File: config.mk
export PLATFORM = sky130hd
export DESIGN_NAME = uart_rx_fifo_writer_flat
export DESIGN_NICKNAME = d
export VERILOG_FILES = /design/src/rtl/uart_rx_pkg.sv /design/src/rtl/uart_rx_fifo_writer_if.sv /design/src/rtl/uart_rx_tick_gen.sv /design/src/rtl/uart_rx_fifo_writer.sv /design/src/flat_wrapper.sv
export SDC_FILE = /design/constraint.sdc
export NUM_CORES = 1
export LEC_CHECK = 0
export ABC_AREA = 1
export CAP_MARGIN = 10
export CORE_ASPECT_RATIO = 0.5
export CORE_UTILIZATION = 54
export DETAILED_ROUTE_END_ITERATION = 10
export GPL_TIMING_DRIVEN = 0
export PLACE_DENSITY = 0.82
export SKIP_CTS_REPAIR_TIMING = 1
export SLEW_MARGIN = 20
export SYNTH_ARGS = -nofsm -noshare
export SYNTH_HDL_FRONTEND = slang
export SYNTH_SLANG_ARGS = --single-unit
File: constraint.sdc
create_clock -name wr_clk -period 3 [get_ports wr_clk]
set_input_delay 0.6 -clock wr_clk [delete_from_list [all_inputs] [get_ports wr_clk]]
set_output_delay 0.6 -clock wr_clk [all_outputs]
set_load 0.01 [all_outputs]
File: src/rtl/uart_rx_pkg.sv
// uart_rx_pkg: shared types and constants for the UART receive front end.
//   state_t           - receiver state encoding (also exported as a debug output)
//   PERR / FERR / BRK - status bit positions inside the FIFO word
package uart_rx_pkg;

    typedef enum logic [2:0] {
        IDLE      = 3'd0,
        START     = 3'd1,
        DATA      = 3'd2,
        PARITY    = 3'd3,
        STOP      = 3'd4,
        WAIT_HIGH = 3'd5
    } state_t;

    localparam int PERR = 8;
    localparam int FERR = 9;
    localparam int BRK  = 10;

endpackage

File: src/rtl/uart_rx_fifo_writer_if.sv
// uart_rx_fifo_writer_if: write side of the RX FIFO.
//   fifo_wr_data - character word (status in bits 10:8)
//   fifo_wr_en   - one-cycle write strobe
//   fifo_wr_full - FIFO full flag
// Handshake: fifo_wr_en acts as valid and !fifo_wr_full as ready. The master
// samples fifo_wr_full in the cycle it decides a character; if the FIFO is not
// full it raises fifo_wr_en for exactly one cycle on the following cycle with
// fifo_wr_data valid alongside it, otherwise the character is dropped. There is
// no stalling: a word offered is always taken, a word refused is lost.
interface uart_rx_fifo_writer_if #(
    parameter int c_FIFO_DATA_WIDTH = 32
);
    logic [c_FIFO_DATA_WIDTH-1:0] fifo_wr_data;
    logic                         fifo_wr_en;
    logic                         fifo_wr_full;

    modport master (output fifo_wr_data, output fifo_wr_en, input fifo_wr_full);
    modport slave  (input fifo_wr_data, input fifo_wr_en, output fifo_wr_full);
endinterface

File: src/rtl/uart_rx_tick_gen.sv
// uart_rx_tick_gen: reloadable baud divider producing the oversample tick.
//   clk, rst - clock and asynchronous active-high reset
//   restart  - synchronous restart: latch div and start a fresh tick period
//   div      - cycles per tick minus 1, sampled only on restart
//   tick     - one-cycle pulse every div+1 cycles after a restart
module uart_rx_tick_gen #(
    parameter int c_DIV_WIDTH = 16
) (
    input  logic                   clk,
    input  logic                   rst,
    input  logic                   restart,
    input  logic [c_DIV_WIDTH-1:0] div,
    output logic                   tick
);

    logic [c_DIV_WIDTH-1:0] div_q;
    logic [c_DIV_WIDTH-1:0] cnt;

    always_ff @(posedge clk or posedge rst) begin
        if (rst) begin
            div_q <= '0;
            cnt   <= '0;
        end else if (restart) begin
            div_q <= div;
            cnt   <= div;
        end else if (cnt == '0) begin
            cnt <= div_q;
        end else begin
            cnt <= cnt - 1'b1;
        end
    end

    // Suppressed during restart so the first tick of a frame is a full period
    // after the start edge.
    assign tick = (cnt == '0) && !restart;

endmodule

File: src/rtl/uart_rx_fifo_writer.sv
// uart_rx_fifo_writer: UART receiver that writes one word per character into
// the RX FIFO.
//   wr_clk, wr_rst        - clock and asynchronous active-high reset
//   rx_in                 - asynchronous serial line, idles high
//   baud_div              - wr_clk cycles per oversample tick minus 1
//   parity_en, parity_odd - parity configuration (latched at start of frame)
//   fifo                  - FIFO write port (data, strobe, full)
//   overrun, ovr_clr      - sticky dropped-character flag and its clear
//   rx_busy               - receiver is inside a frame
//   state_dbg             - current receiver state
module uart_rx_fifo_writer
    import uart_rx_pkg::*;
#(
    parameter int c_OVERSAMPLE      = 16,
    parameter int c_DATA_BITS       = 8,
    parameter int c_DIV_WIDTH       = 16,
    parameter int c_FIFO_DATA_WIDTH = 32
) (
    input  logic                   wr_clk,
    input  logic                   wr_rst,
    input  logic                   rx_in,
    input  logic [c_DIV_WIDTH-1:0] baud_div,
    input  logic                   parity_en,
    input  logic                   parity_odd,
    uart_rx_fifo_writer_if.master  fifo,
    output logic                   overrun,
    input  logic                   ovr_clr,
    output logic                   rx_busy,
    output state_t                 state_dbg
);

    localparam int SCNT_W = $clog2(c_OVERSAMPLE);
    localparam int MID    = c_OVERSAMPLE / 2;

    state_t                       state;
    logic                         rx_meta, rxs, rxs_prev;
    logic                         tick, start_edge;
    logic [SCNT_W-1:0]            scnt;
    logic [2:0]                   bcnt;
    logic [c_DATA_BITS-1:0]       data_q;
    logic                         samp_a, samp_b, samp_bit, decide;
    logic                         pen_q, podd_q, pbit, perr;
    logic                         drop;
    logic [c_FIFO_DATA_WIDTH-1:0] word;

    // Two-flop synchronizer plus one history flop for falling-edge detection;
    // all reset to the idle (high) level so reset release never looks like a start.
    always_ff @(posedge wr_clk or posedge wr_rst) begin
        if (wr_rst) begin
            rx_meta  <= 1'b1;
            rxs      <= 1'b1;
            rxs_prev <= 1'b1;
        end else begin
            rx_meta  <= rx_in;
            rxs      <= rx_meta;
            rxs_prev <= rxs;
        end
    end

    assign start_edge = (state == IDLE) && rxs_prev && !rxs;

    uart_rx_tick_gen #(.c_DIV_WIDTH(c_DIV_WIDTH)) u_tick_gen (
        .clk     (wr_clk),
        .rst     (wr_rst),
        .restart (start_edge),
        .div     (baud_div),
        .tick    (tick)
    );

    // Majority vote of ticks MID-1, MID and MID+1; the third sample is the live line.
    assign decide   = tick && (scnt == SCNT_W'(MID + 1));
    assign samp_bit = (samp_a & samp_b) | (samp_a & rxs) | (samp_b & rxs);
    assign drop     = (state == STOP) && decide && fifo.fifo_wr_full;

    always_comb begin
        word                   = '0;
        word[c_DATA_BITS-1:0]  = data_q;
        word[PERR]             = perr;
        word[FERR]             = !samp_bit;
        word[BRK]              = !samp_bit && (data_q == '0) && (!pen_q || !pbit);
    end

    always_ff @(posedge wr_clk or posedge wr_rst) begin
        if (wr_rst) begin
            state             <= IDLE;
            scnt              <= '0;
            bcnt              <= '0;
            data_q            <= '0;
            samp_a            <= 1'b1;
            samp_b            <= 1'b1;
            pen_q             <= 1'b0;
            podd_q            <= 1'b0;
            pbit              <= 1'b0;
            perr              <= 1'b0;
            overrun           <= 1'b0;
            fifo.fifo_wr_en   <= 1'b0;
            fifo.fifo_wr_data <= '0;
        end else begin
            fifo.fifo_wr_en <= 1'b0;

            // Set wins over clear when both happen in one cycle.
            if (drop) begin
                overrun <= 1'b1;
            end else if (ovr_clr) begin
                overrun <= 1'b0;
            end

            if (state != IDLE && tick) begin
                scnt <= scnt + 1'b1;
                if (scnt == SCNT_W'(MID - 1)) samp_a <= rxs;
                if (scnt == SCNT_W'(MID))     samp_b <= rxs;
            end

            case (state)
                IDLE: begin
                    if (start_edge) begin
                        pen_q  <= parity_en;
                        podd_q <= parity_odd;
                        pbit   <= 1'b0;
                        perr   <= 1'b0;
                        scnt   <= '0;
                        state  <= START;
                    end
                end
                START: begin
                    if (decide) begin
                        if (samp_bit) begin
                            state <= IDLE;
                        end else begin
                            bcnt  <= '0;
                            state <= DATA;
                        end
                    end
                end
                DATA: begin
                    if (decide) begin
                        // Shift in from the top so the first bit ends at bit 0.
                        data_q <= {samp_bit, data_q[c_DATA_BITS-1:1]};
                        bcnt   <= bcnt + 1'b1;
                        if (bcnt == 3'(c_DATA_BITS - 1)) begin
                            state <= pen_q ? PARITY : STOP;
                        end
                    end
                end
                PARITY: begin
                    if (decide) begin
                        pbit  <= samp_bit;
                        // Even parity wants an even count of ones over data+parity,
                        // odd parity wants an odd count.
                        perr  <= (^data_q) ^ samp_bit ^ podd_q;
                        state <= STOP;
                    end
                end
                STOP: begin
                    if (decide) begin
                        if (!fifo.fifo_wr_full) begin
                            fifo.fifo_wr_en   <= 1'b1;
                            fifo.fifo_wr_data <= word;
                        end
                        state <= samp_bit ? IDLE : WAIT_HIGH;
                    end
                end
                WAIT_HIGH: begin
                    if (rxs) state <= IDLE;
                end
                default: state <= IDLE;
            endcase
        end
    end

    assign rx_busy   = (state != IDLE);
    assign state_dbg = state;

endmodule
File: src/flat_wrapper.sv
// flat-port wrapper written by rule: the top's interface ports become plain ports
module uart_rx_fifo_writer_flat import uart_rx_pkg::*;
#(
    parameter int c_OVERSAMPLE      = 16,
    parameter int c_DATA_BITS       = 8,
    parameter int c_DIV_WIDTH       = 16,
    parameter int c_FIFO_DATA_WIDTH = 32
)
  (wr_clk, wr_rst, rx_in, baud_div, parity_en, parity_odd, overrun, ovr_clr, rx_busy, state_dbg, fifo_fifo_wr_data, fifo_fifo_wr_en, fifo_fifo_wr_full);
  uart_rx_fifo_writer_if #(.c_FIFO_DATA_WIDTH(c_FIFO_DATA_WIDTH)) fifo_i ();
  input  logic wr_clk;
  input  logic wr_rst;
  input  logic rx_in;
  input  logic [c_DIV_WIDTH-1:0] baud_div;
  input  logic parity_en;
  input  logic parity_odd;
  output logic overrun;
  input  logic ovr_clr;
  output logic rx_busy;
  output state_t state_dbg;
  output wire logic [$bits(fifo_i.fifo_wr_data)-1:0] fifo_fifo_wr_data;
  output wire logic [$bits(fifo_i.fifo_wr_en)-1:0] fifo_fifo_wr_en;
  input wire logic [$bits(fifo_i.fifo_wr_full)-1:0] fifo_fifo_wr_full;
  assign fifo_fifo_wr_data = fifo_i.fifo_wr_data;
  assign fifo_fifo_wr_en = fifo_i.fifo_wr_en;
  assign fifo_i.fifo_wr_full = fifo_fifo_wr_full;
  uart_rx_fifo_writer #(.c_OVERSAMPLE(c_OVERSAMPLE), .c_DATA_BITS(c_DATA_BITS), .c_DIV_WIDTH(c_DIV_WIDTH), .c_FIFO_DATA_WIDTH(c_FIFO_DATA_WIDTH)) u_core (.wr_clk(wr_clk), .wr_rst(wr_rst), .rx_in(rx_in), .baud_div(baud_div), .parity_en(parity_en), .parity_odd(parity_odd), .fifo(fifo_i), .overrun(overrun), .ovr_clr(ovr_clr), .rx_busy(rx_busy), .state_dbg(state_dbg));
endmodule
==> results.json, run 1 <==
{
  "outcome": "finished, final reports clean",
  "ys_seq_area_share_pct": 45.54,
  "drive_above_1_share_pct": 12.65,
  "ant_nets": 0,
  "wl_per_cell_um": 12.46,
  "fin_skew_ns": 0.007767,
  "synth_cell_types": 31,
  "final.min_clock_period_ns": 2.448,
  "hold_ws_ns": 0.3627,
  "syn_inst": 517,
  "rsz0062_at_grt": "no",
  "grt_usage_pct": 25.04,
  "grt_max_degree": 45,
  "p_seq_share_pct": 39.6,
  "slew_headroom_pct": 61.48,
  "synth_area_um2": 3970,
  "crit_required_ns": 2.40,
  "clk_pin_slew_ns": 0.05,
  "area_growth_pct": 22.69,
  "crit_type": "flop to output port",
  "swShare_pct": 35.92,
  "max_stage_delay_ns": 0.54,
  "cts_buffer_depth": 2,
  "coreArea_um2": 6884,
  "finalCritPeriodShare_pct": 81.59,
  "antenna_found_initial": 0,
  "p_sw_uw": 1280,
  "grt_pass1_wl_um": 14790,
  "async_reset_ff_share_pct": 100.0,
  "finalHoldViolations": 0,
  "fp.dieH_um": 62.63,
  "vias": 3458,
  "max_freq_mhz": 408.6,
  "min_path_type": "flop to flop",
  "htreeDepth": 3,
  "instances_no_fill": 685,
  "synth_edf_count": 0,
  "dp_hpwl_um": 6115,
  "syn_avg_cell_area_um2": 7.679,
  "p_leak_uw": 0.002595,
  "ys_ff_latch": 72,
  "p_clk_share_pct": 29.6,
  "cts_inserted_buffers": 9,
  "report.final.slew_viol_count": 0,
  "row_count": 21,
  "drtIter0Drc": 288,
  "crit_chain": "nor2_1 > nand2_1 > clkdlybuf4s50_1",
  "cts_root_buffer": "clkbuf_16",
  "path_max_fanout": 7,
  "clock_sinks": 72,
  "crit_slowest_cell": "clkdlybuf4s50_1",
  "pin_count": 61,
  "clk_latency_ns": 0.34,
  "ir_drop_uv": 305.2,
  "cts_tree": "yes",
  "maxCapViolCount": 0,
  "antenna_cells": 0,
  "finalSetupViolations": 0,
  "floorplan.initialDensity_pct": 57.67,
  "dr.pass1.iters": 5,
  "cp-end-kind": "output port",
  "dieArea_um2": 7720,
  "gp_congestion": 0.8220,
  "layout_common_cells": "nand2_1, dfrtp_1, inv_1",
  "finalWirelength_um": 8535,
  "combPwrFrac_pct": 30.8,
  "drc": 0,
  "crit_arrival_ns": 1.85,
  "post-place-cells": 669,
  "grt_overflow": 0,
  "final_nets": 622,
  "power_density_nw_per_um2": 731.4,
  "critPathLaunchType": "flop",
  "p_int_uw": 2283,
  "fp.dieW_um": 123.3,
  "port_buffers": 39,
  "grt_pass1_vias": 3255,
  "yosysWarnings": 0,
  "viasPerCell": 5.048,
  "tightest_slew_ns": 0.5756,
  "synth_ff_type": "dfrtp_1",
  "layout_commonest_cell": "nand2_1"
}
cells in the mapped netlist (all sizes together), types with 5 or more instances:
master  number  area share [%]
ha          11             3.5
nand4       16             2.5
dfstp        5             3.3
nand3       36             4.8
o21ai       40             5.8
a21oi        6            0.85
nor2        39             4.7
dfrtp       67              42
nand2      188              18
inv         59             5.6
buf         29             5.3
power groups by stage:
stage	clock (µW)	sequential (µW)	combinational, µW
2_1_floorplan	0	1380	822
3_3_place_gp	0	1420	1050
3_5_place_dp	0	1420	1090
4_1_cts	1070	1410	1090
5_1_grt	1120	1440	1280
6_report	1050	1410	1100
cells by family after synthesis:
family / count (synthesis) / synth area share, %
and+or+nand+nor: 291 / 32.15
other: 1 / 0.09446
adders and majority gates: 11 / 3.467
buffers and inverters: 92 / 11.28
AOI/OAI and AO/OA: 48 / 7.028
xor gates and xnor gates: 2 / 0.4413
DFF: 72 / 45.54
path summary, 6_finish.rpt:
check                           slack (ns)                        to  depth (start not counted)                      from
min in group asynchronous             0.60    u_core.fifo.fifo_wr_en                          2                    wr_rst
worst max-delay path                  0.55                   rx_busy                          3       u_core.state_dbg[1]
worst min register to register        0.36                u_core.rxs                          0            u_core.rx_meta
worst min-delay path                  0.36                u_core.rxs                          0            u_core.rx_meta
worst max register to register        1.08  u_core.u_tick_gen.cnt[9]                         10  u_core.u_tick_gen.cnt[0]
max in group asynchronous             1.79                u_core.rxs                          3                    wr_rst
metrics by stage:
| stage | setup TNS, ns | cell area, µm² | util [%] | setup slack [ns] | power, µW |
|---|---|---|---|---|---|
| 6_report | 0 | 4871 | 70.76 | 0.5523 | 3562 |
| 5_1_grt | 0 | 4871 | 70.76 | 0.4530 | 3844 |
| 4_1_cts | 0 | 4871 | 70.76 | 0.5648 | 3569 |
| 3_5_place_dp | 0 | 4573 | 66.43 | 0.9341 | 2501 |
| 3_3_place_gp | -37.64 | 4551 | 66.10 | -0.5639 | 2463 |
| 2_1_floorplan | 0 | 4045 | - | 0.5834 | 2203 |
layer usage:
metal	vias to the layer above	GRT usage, %	part of all wire (%)	wire (µm)
met1	1614	32.02	46	3892
li1	1741	-	-	-
met5	-	0	0	0
met3	10	7.938	5.2	446
met2	93	40.64	48	4099
met4	0	7.530	1.1	95
state kept, by name, summed over array words and instances (netlist names), 3 cells and up:
name and cells:
u_core.data_q 8, u_core.scnt 4, u_core.u_tick_gen.div_q 16, u_core.u_tick_gen.cnt 16, u_core.fifo.fifo_wr_data 11, u_core.bcnt 3
u_core.state_dbg 3
area by class of cell:
| type | instances | area, µm² |
|---|---|---|
| Fill cell | 568 | 2013 |
| Clock buffer | 9 | 225.2 |
| Inverter | 59 | 224.0 |
| Multi-Input combinational cell | 373 | 1789 |
| Timing Repair Buffer | 40 | 410.4 |
| Tap cell | 92 | 115.1 |
| Buffer | 33 | 226.5 |
| Sequential cell | 72 | 1808 |
| Clock inverter | 7 | 72.57 |
critical path, delay by kind of cell (launching register included):
| kind | cells | cell delay (ns) |
|---|---|---|
| and+or+nand+nor | 2 | 0.54 |
| DFF | 1 | 0.43 |
| buffers and inverters | 1 | 0.54 |
Power figures use the tool's default switching activity.
==> run 2: changes to the inputs <==
Settings changed: CORE_UTILIZATION 54 to 49, PLACE_DENSITY 0.82 to 0.78.
Clock period 3 ns to 2.1 ns, I/O delays scaled along.
==> results.json, run 2 (synthesis gave the netlist of run 1 again) <==
{
  "reg2reg_from": "u_core.u_tick_gen.cnt[0]",
  "pre_cts_ws_ns": 0.1843,
  "antenna_found_initial": 0,
  "crit_arrival_ns": 1.62,
  "swShare_pct": 34.64,
  "tightest_slew_ns": 0.5805,
  "final_util_pct": 65.39,
  "antenna_cells": 0,
  "clk_latency_ns": 0.34,
  "slew_headroom_pct": 61.15,
  "setup_slack_ns": 0.06491,
  "grt_max_degree": 34,
  "p_int_uw": 3460,
  "r2r_slack_ns": 0.22,
  "crit_chain": "nor2_4 > nand2_2 > clkdlybuf4s50_1",
  "dieArea_um2": 8488,
  "finalWirelength_um": 8594,
  "final.min_clock_period_ns": 2.035,
  "grt_usage_pct": 22.58,
  "critPathLaunchType": "flop",
  "rr_worst_depth": 10,
  "min_path_type": "flop to flop",
  "path_max_fanout": 7,
  "finalCritPeriodShare_pct": 96.91,
  "grt_pass1_wl_um": 14460,
  "report.final.slew_viol_count": 0,
  "crit_slowest_cell": "clkdlybuf4s50_1",
  "row_count": 22,
  "drive_above_1_share_pct": 12.96,
  "rsz0062_at_grt": "no",
  "cts_buffer_depth": 2,
  "fin_skew_ns": 0.007268,
  "grt_overflow": 0,
  "crit_type": "flop to output port",
  "grtUsageMet3_pct": 6.515,
  "power_density_nw_per_um2": 1069,
  "ant_nets": 0,
  "p_sw_uw": 1834,
  "worstHoldPathCells": 0,
  "finalSetupViolations": 0,
  "p_clk_share_pct": 31.7,
  "max_stage_delay_ns": 0.51,
  "final_nets": 623,
  "clock_sinks": 72,
  "grt_pass1_vias": 3185,
  "grt-busiest-layer": "met2",
  "crit_required_ns": 1.68,
  "use_met1_pct": 27.16,
  "fp.dieH_um": 65.65,
  "htreeDepth": 3,
  "reg_top3": "u_core.u_tick_gen.cnt: 16 flops, u_core.u_tick_gen.div_q: 16 flops, u_core.fifo.fifo_wr_data: 11 flops",
  "coreArea_um2": 7570,
  "clk_pin_slew_ns": 0.05,
  "drtIter0Drc": 224,
  "maxCapViolCount": 0,
  "dr.pass1.iters": 5,
  "dp_hpwl_um": 6236,
  "ir_drop_uv": 464.6,
  "pin_count": 61,
  "cp-end-kind": "output port",
  "outcome": "finished, final reports clean",
  "hold_start": "u_core.rx_meta",
  "use_met2_pct": 38.37,
  "finalHoldViolations": 0,
  "cts_tree": "yes",
  "layout_common_cells": "nand2_1, dfrtp_1, inv_1",
  "layout_commonest_cell": "nand2_1",
  "combPwrFrac_pct": 30.1,
  "min_delay_worst_endpoint": "u_core.rxs",
  "gp_congestion": 0.8620,
  "floorplan.initialDensity_pct": 52.45,
  "drc": 0,
  "cts_inserted_buffers": 9,
  "p_seq_share_pct": 38.2,
  "cts_root_buffer": "clkbuf_16",
  "vias": 3382,
  "r2r_end": "u_core.u_tick_gen.cnt[8]",
  "port_buffers": 39,
  "viasPerCell": 4.818,
  "p_leak_uw": 0.002620,
  "fp.dieW_um": 129.3,
  "area_growth_pct": 24.68,
  "wl_per_cell_um": 12.24,
  "max_freq_mhz": 491.4
}
==> run 2: per-stage QoR <==
stage                     TNS [ns]  area [µm²]  instances  power [µW]  hold WS [ns]
after floorplan                  0        4049        537        3147        0.3452
after global placement           0        4574        684        3527        0.3460
after detailed placement         0        4614        686        3592        0.3468
after CTS                  -0.1709        4940        702        5276        0.3513
after global routing             0        4950        702        5656        0.3522
final                            0        4950        702        5293        0.3499
==> run 2: area by class of cell <==
class | count | area [µm²]
well taps | 108 | 135.1
repair buffers | 41 | 430.4
fillers | 635 | 2620
clock buffers | 13 | 260.3
inverters | 59 | 225.2
multi-input cells | 373 | 1799
clock inverters | 3 | 65.06
flip-flops and latches | 72 | 1808
plain buffers | 33 | 226.5
==> run 2: how the worst max path moves through the flow <==
stage,slack [ns],cells past startpoint,end,from
3_3_place_gp,0.02,2,u_core.u_tick_gen.div_q[11],wr_rst
2_1_floorplan,0.53,10,u_core.fifo.fifo_wr_data[0],u_core.u_tick_gen.cnt[0]
4_1_cts,-0.17,3,rx_busy,u_core.state_dbg[1]
5_1_grt,0.03,3,rx_busy,u_core.state_dbg[1]
3_5_place_dp,0.18,3,rx_busy,u_core.state_dbg[1]
6_report,0.06,3,rx_busy,u_core.state_dbg[1]
==> run 2: critical path, delay by kind of cell (launching register included) <==
kind / cells / cell delay [ns]
buffers and inverters: 1 / 0.51
flip-flops: 1 / 0.46
AND/OR/NAND/NOR: 2 / 0.31
==> run 2: power groups by stage <==
stage | Clock [µW] | Combinational (µW) | Sequential, µW
after floorplan | 0 | 1170 | 1970
after global placement | 0 | 1500 | 2030
after detailed placement | 0 | 1560 | 2030
after CTS | 1680 | 1580 | 2010
after global routing | 1760 | 1830 | 2060
final | 1680 | 1590 | 2020
==> run 2: per-layer routing <==
metal	share of wire (%)	up-vias
met2	47	70
met1	46	1553
li1	-	1743
met3	5.1	16
met5	0	-
met4	1.6	0
==> run 3: changes to the inputs <==
Settings changed: HOLD_SLACK_MARGIN set to 0.08.
==> results of run 3 <==
Same layout as run 2: the final DEF is identical, and so are final timing and power.
